$ cat config.mk
export PLATFORM = sky130hd
export DESIGN_NAME = pc_call_stack
export DESIGN_NICKNAME = d
export VERILOG_FILES = /design/src/rtl/pc_pkg.sv /design/src/rtl/lifo_stack.sv /design/src/rtl/pc_call_stack.sv
export SDC_FILE = /design/constraint.sdc
export NUM_CORES = 1
export LEC_CHECK = 0
export ABC_AREA = 1
export BUFFER_PORTS_ARGS = -buffer_cell sky130_fd_sc_hd__buf_4
export CAP_MARGIN = 15
export CELL_PAD_IN_SITES_DETAIL_PLACEMENT = 1
export CELL_PAD_IN_SITES_GLOBAL_PLACEMENT = 2
export CORE_MARGIN = 1
export CORE_UTILIZATION = 32
export DETAILED_ROUTE_END_ITERATION = 16
export PLACE_DENSITY = 0.77
export RECOVER_POWER = 50
export SETUP_SLACK_MARGIN = 0.1
export SYNTH_ARGS = -nofsm -noshare
export SYNTH_HDL_FRONTEND = slang
export SYNTH_SLANG_ARGS = --single-unit
$ cat constraint.sdc
create_clock -name clk -period 2 [get_ports clk]
set_input_delay 0.3 -clock clk [delete_from_list [all_inputs] [get_ports clk]]
set_output_delay 0.3 -clock clk [all_outputs]
set_load 0.02 [all_outputs]
$ cat src/rtl/pc_pkg.sv
// Shared constants and operation-select encoding for the program counter
// with return-address stack.
package pc_pkg;

  localparam int PC_ADDR_WIDTH   = 5;
  localparam int PC_STACK_DEPTH  = 4;
  localparam int PC_RESET_VECTOR = 0;

  typedef enum logic [2:0] {
    OP_HOLD = 3'd0,
    OP_INC  = 3'd1,
    OP_SKIP = 3'd2,
    OP_LD   = 3'd3,
    OP_CALL = 3'd4,
    OP_RET  = 3'd5
  } pc_op_e;

  // Highest-priority strobe wins: ret > call > ld > skip > inc.
  function automatic pc_op_e sel_op(input logic ret, input logic call,
                                    input logic ld, input logic skip,
                                    input logic inc);
    pc_op_e op;
    if (ret) begin
      op = OP_RET;
    end else if (call) begin
      op = OP_CALL;
    end else if (ld) begin
      op = OP_LD;
    end else if (skip) begin
      op = OP_SKIP;
    end else if (inc) begin
      op = OP_INC;
    end else begin
      op = OP_HOLD;
    end
    return op;
  endfunction

endpackage

$ cat src/rtl/lifo_stack.sv
// Return-address LIFO: register array plus depth counter. Push is ignored
// when full and pop is ignored when empty; the caller flags those cases.
module lifo_stack #(
  parameter int WIDTH = 5,
  parameter int DEPTH = 4
) (
  input  logic                       clk,
  input  logic                       rst,
  input  logic                       push,
  input  logic                       pop,
  input  logic [WIDTH-1:0]           push_data,
  output logic [WIDTH-1:0]           top_data,
  output logic [$clog2(DEPTH+1)-1:0] depth,
  output logic                       full,
  output logic                       empty
);

  localparam int DEPTH_W = $clog2(DEPTH + 1);
  localparam int IDX_W   = (DEPTH > 1) ? $clog2(DEPTH) : 1;

  logic [WIDTH-1:0]   entries_r [DEPTH];
  logic [DEPTH_W-1:0] depth_r;
  logic [DEPTH_W-1:0] depth_m1_s;
  logic [IDX_W-1:0]   wr_idx_s;
  logic [IDX_W-1:0]   rd_idx_s;
  logic               do_push_s;
  logic               do_pop_s;

  assign depth_m1_s = depth_r - DEPTH_W'(1);
  assign wr_idx_s   = depth_r[IDX_W-1:0];
  assign rd_idx_s   = depth_m1_s[IDX_W-1:0];
  assign full       = (depth_r == DEPTH_W'(DEPTH));
  assign empty      = (depth_r == DEPTH_W'(0));
  assign do_push_s  = push & ~full;
  assign do_pop_s   = pop & ~empty & ~push;
  assign top_data   = entries_r[rd_idx_s];
  assign depth      = depth_r;

  // Depth counter and entry storage.
  always_ff @(posedge clk or negedge rst) begin
    if (!rst) begin
      depth_r <= DEPTH_W'(0);
      for (int k = 0; k < DEPTH; k++) begin
        entries_r[k] <= {WIDTH{1'b0}};
      end
    end else if (do_push_s) begin
      entries_r[wr_idx_s] <= push_data;
      depth_r             <= depth_r + DEPTH_W'(1);
    end else if (do_pop_s) begin
      depth_r <= depth_m1_s;
    end else begin
      depth_r <= depth_r;
    end
  end

endmodule

$ cat src/rtl/pc_call_stack.sv
// Program counter with jump, increment, skip and call/return through an
// internal return-address stack, plus sticky overflow/underflow flags.
module pc_call_stack
  import pc_pkg::*;
#(
  parameter int ADDR_WIDTH   = PC_ADDR_WIDTH,
  parameter int STACK_DEPTH  = PC_STACK_DEPTH,
  parameter int RESET_VECTOR = PC_RESET_VECTOR
) (
  input  logic                             clk,
  input  logic                             rst,
  input  logic                             ld_pc,
  input  logic                             inc_pc,
  input  logic                             skip_pc,
  input  logic                             call_pc,
  input  logic                             ret_pc,
  input  logic                             clr_err,
  input  logic [ADDR_WIDTH-1:0]            ir_addr,
  output logic [ADDR_WIDTH-1:0]            pc_addr,
  output logic [$clog2(STACK_DEPTH+1)-1:0] stk_depth,
  output logic                             stk_empty,
  output logic                             stk_full,
  output logic                             stk_ovf,
  output logic                             stk_unf
);

  pc_op_e                op_s;
  logic [ADDR_WIDTH-1:0] pc_r;
  logic [ADDR_WIDTH-1:0] pc_next_s;
  logic [ADDR_WIDTH-1:0] pc_plus1_s;
  logic [ADDR_WIDTH-1:0] top_s;
  logic                  push_s;
  logic                  pop_s;
  logic                  ovf_set_s;
  logic                  unf_set_s;
  logic                  ovf_r;
  logic                  unf_r;

  assign op_s       = sel_op(ret_pc, call_pc, ld_pc, skip_pc, inc_pc);
  assign pc_plus1_s = pc_r + ADDR_WIDTH'(1);

  lifo_stack #(
    .WIDTH (ADDR_WIDTH),
    .DEPTH (STACK_DEPTH)
  ) u_stack (
    .clk       (clk),
    .rst       (rst),
    .push      (push_s),
    .pop       (pop_s),
    .push_data (pc_plus1_s),
    .top_data  (top_s),
    .depth     (stk_depth),
    .full      (stk_full),
    .empty     (stk_empty)
  );

  // Next-PC mux and stack control; a blocked call/return raises its error.
  always_comb begin
    pc_next_s = pc_r;
    push_s    = 1'b0;
    pop_s     = 1'b0;
    ovf_set_s = 1'b0;
    unf_set_s = 1'b0;
    case (op_s)
      OP_RET: begin
        if (!stk_empty) begin
          pop_s     = 1'b1;
          pc_next_s = top_s;
        end else begin
          unf_set_s = 1'b1;
        end
      end
      OP_CALL: begin
        if (!stk_full) begin
          push_s    = 1'b1;
          pc_next_s = ir_addr;
        end else begin
          ovf_set_s = 1'b1;
        end
      end
      OP_LD:   pc_next_s = ir_addr;
      OP_SKIP: pc_next_s = pc_r + ADDR_WIDTH'(2);
      OP_INC:  pc_next_s = pc_plus1_s;
      default: pc_next_s = pc_r;
    endcase
  end

  // PC register and sticky error flags; a new error outranks clr_err.
  always_ff @(posedge clk or negedge rst) begin
    if (!rst) begin
      pc_r  <= ADDR_WIDTH'(RESET_VECTOR);
      ovf_r <= 1'b0;
      unf_r <= 1'b0;
    end else begin
      pc_r  <= pc_next_s;
      ovf_r <= ovf_set_s | (ovf_r & ~clr_err);
      unf_r <= unf_set_s | (unf_r & ~clr_err);
    end
  end

  assign pc_addr = pc_r;
  assign stk_ovf = ovf_r;
  assign stk_unf = unf_r;

endmodule

==> out/metrics.yaml <==
global_routing:
  grt_max_degree: 31
  grt_pass1_vias: 1625
  grt_pass1_wl_um: 7910
  grt_usage_pct: 17.6
  antenna_found_initial: 0
  overflow: 0
yosys:
  yosysWarnings: 0
  synthXorXnorAreaFrac_pct: 2.49
  yosys.area_share.simple_pct: 30.3
  synth_top_area_share_pct: 42.7
  synth_edf_count: 0
  synth_async_sr_flop_share_pct: 100
  yosysMostFrequentCell: "nand2_1"
  synth_adder_area_share_pct: 5.69
  ys_seq_area_share_pct: 42.7
  ys_ff_latch: 30
  syn_nets: 253
  synth-compound-area-share_pct: 11.7
  avgSynthCellArea_um2: 7.58
  synth_ff_type: "dfrtp_1"
  netlist_top_cells_count: "nand2_1 (86), dfrtp_1 (30), inv_1 (24)"
  synthesis.area_um2: 1760
  synthMuxAreaShare_pct: 0
  synthCells: 232
  ys_types: 25
  synth_top_family_by_area: "simple AND/OR/NAND/NOR gates"
  synth_area_leader_cell: "dfrtp_1"
  synth.area.top_cells: "dfrtp_1 (43%), nand2_1 (18%), nand3_1 (6.0%)"
routing:
  vias: 1588
  wirelength_um: 4540
  wire_per_inst_um: 13.5
  drtIter0Drc: 69
  ant_nets: 0
  drt-pass1-iter-count: 4
  drc: 0
  viasPerCell: 4.71
setup_path:
  critPathLaunch: "u_stack.depth[1]"
  cp_max_fo: 5
  crit_family: "adder cells"
  slowest_stage: "dfrtp_1"
  crit_arrival_ns: 1.47
  critPathLaunchType: "flop"
  cp.depth: 4
  r2r-start: "u_stack.depth[1]"
  path_cells: "inv_1 > ha_1 > ha_4 > buf_4"
  endpoint: "stk_full"
  worstSetupPathType: "reg2out"
  reg2regPathDepth: 10
  crit_buf_inv: 2
  cpPeakStageDelay_ns: 0.41
  rr_endpoint: "pc_addr[3]"
  end_kind: "output pin"
  required_ns: 1.70
  ff2ff_setup_slack_ns: 0.24
placed_design:
  numPortBuffers: 24
  gp_congestion: 0.733
  placement.cell_area_um2: 2070
  dp_slack_ns: 0.302
  dpl.hpwl_um: 3510
die:
  die_h_um: 76.1
  die_w_um: 76.1
  dieArea_um2: 5790
  start_util_pct: 33.8
  coreArea_um2: 5200
  num_io_pins: 25
  std_cell_rows: 26
final_layout:
  antenna_cells: 0
  fillers: 647
  final_util_pct: 41.4
  regArea_um2: 751
  fin_nets: 287
  drive_gt1_share_pct: 17.2
  areaGrowthSynthToFinish_pct: 22.5
  multi_input_area_um2: 908
  stdcell_area_um2: 2150
power_and_ir_drop:
  seqPwrFrac_pct: 32.3
  p_int_mw: 1.84
  power_switching_mw: 1.56
  leakage_nw: 1.11
  p_clk_share_pct: 15.3
  netSwitchingFraction_pct: 45.9
  p_per_area_nw_per_um2: 1580
  power_frac_comb_pct: 52.4
  vdd_drop_max_mv: 0.545
clocking:
  htree_levels: 2
  tritoncts.num_buffers: 5
  postCtsSetupRepairBufs: 0
  clockRootBuffer: "clkbuf_8"
  clock-sinks: 30
  cts_buffer_depth: 2
  clk_latency_ns: 0.29
  hold_buffers: 1
  clk_pin_slew_worst_paths_ns: 0.06
  cts_tree: "yes"
  ctsResizeCount: 0
sta:
  slew_headroom_pct: 47.8
  rsz0062_at_grt: "false"
  layout_setup_ws_ns: 0.230
  fin_tns_setup_ns: 0
  hold_ws_ns: 0.221
  post-route-min-period_ns: 1.77
  setup_violations: 0
  tightestPinTransition_ns: 0.783
  skew_ns: 0.00809
  drv_slew: 0
  max_freq_mhz: 565
  hold_violations: 0
  fin_crit_sh_pct: 88.5
worst_hold_path:
  hold_class: "in2reg"
status:
  outcome: "finished clean"
flow_run:
  cap_violations: 0
-- stage by stage --
step           std cells  total power [mW]
4_1_cts              337              3.50
6_report             337              3.40
3_3_place_gp         328              2.93
3_5_place_dp         328              2.97
2_1_floorplan        232              2.27
5_1_grt              337              3.74
-- layout by cell type (no fill, tap or decap), types with 3 or more instances in the layout --
| cell | instances |
|---|---|
| nand2_1 | 86 |
| dfrtp_1 | 30 |
| inv_1 | 24 |
| buf_4 | 24 |
| nand3_1 | 21 |
| o21ai_0 | 18 |
| nor2_1 | 8 |
| a21oi_1 | 6 |
| ha_1 | 6 |
| clkbuf_8 | 6 |
| xor2_1 | 5 |
| clkbuf_1 | 5 |
| o22ai_1 | 3 |
| nand2_2 | 3 |
-- power by group through the flow --
stage	logic (mW)	registers [mW]	clock network [mW]
after floorplan	1.09	1.18	0
after global placement	1.83	1.10	0
after detailed placement	1.85	1.12	0
after CTS	1.86	1.11	0.536
after global routing	2.04	1.15	0.560
final	1.78	1.10	0.519
-- worst min path at each step --
stage	startpoint	end	slack, ns	cells past startpoint
3_3_place_gp	rst	u_stack.depth[0]	0.26	1
3_5_place_dp	rst	u_stack.entries_r[15]	0.26	1
4_1_cts	clr_err	stk_ovf	0.21	2
6_report	clr_err	stk_ovf	0.22	2
2_1_floorplan	rst	pc_addr[0]	0.004	0
5_1_grt	clr_err	stk_ovf	0.22	2
-- layer usage --
metal | vias up | global-route usage (%) | wire length [um]
met5 | - | 0 | 0
met1 | 741 | 22.6 | 2280
met3 | 6 | 3.95 | 127
met2 | 27 | 28.7 | 2050
met4 | 0 | 6.92 | 80
li1 | 814 | - | -
-- kinds of logic (layout without fill, tap and decap cells) --
kind of cell	count (synthesis)	in the layout
fa+ha+maj	8	8
buf+inv	30	65
xor+xnor	5	5
simple gates	124	124
compound gates	35	35
flops	30	30
-- sequential cells by signal (all words and copies together) (netlist names) --
| name | count |
|---|---|
| pc_addr | 5 |
| stk_ovf | 1 |
| stk_unf | 1 |
| u_stack.depth | 3 |
| u_stack.entries_r | 20 |
-- cell type report --
cell class,count,share of cell area (%)
timing repair buffer,31,9.94
inverter,26,4.53
clock buffer,6,3.83
clock inverter,2,0.581
multi-input combinational,172,42.2
sequential,30,34.9
tap,70,4.07
No activity file was read; power rests on OpenSTA's default activity.
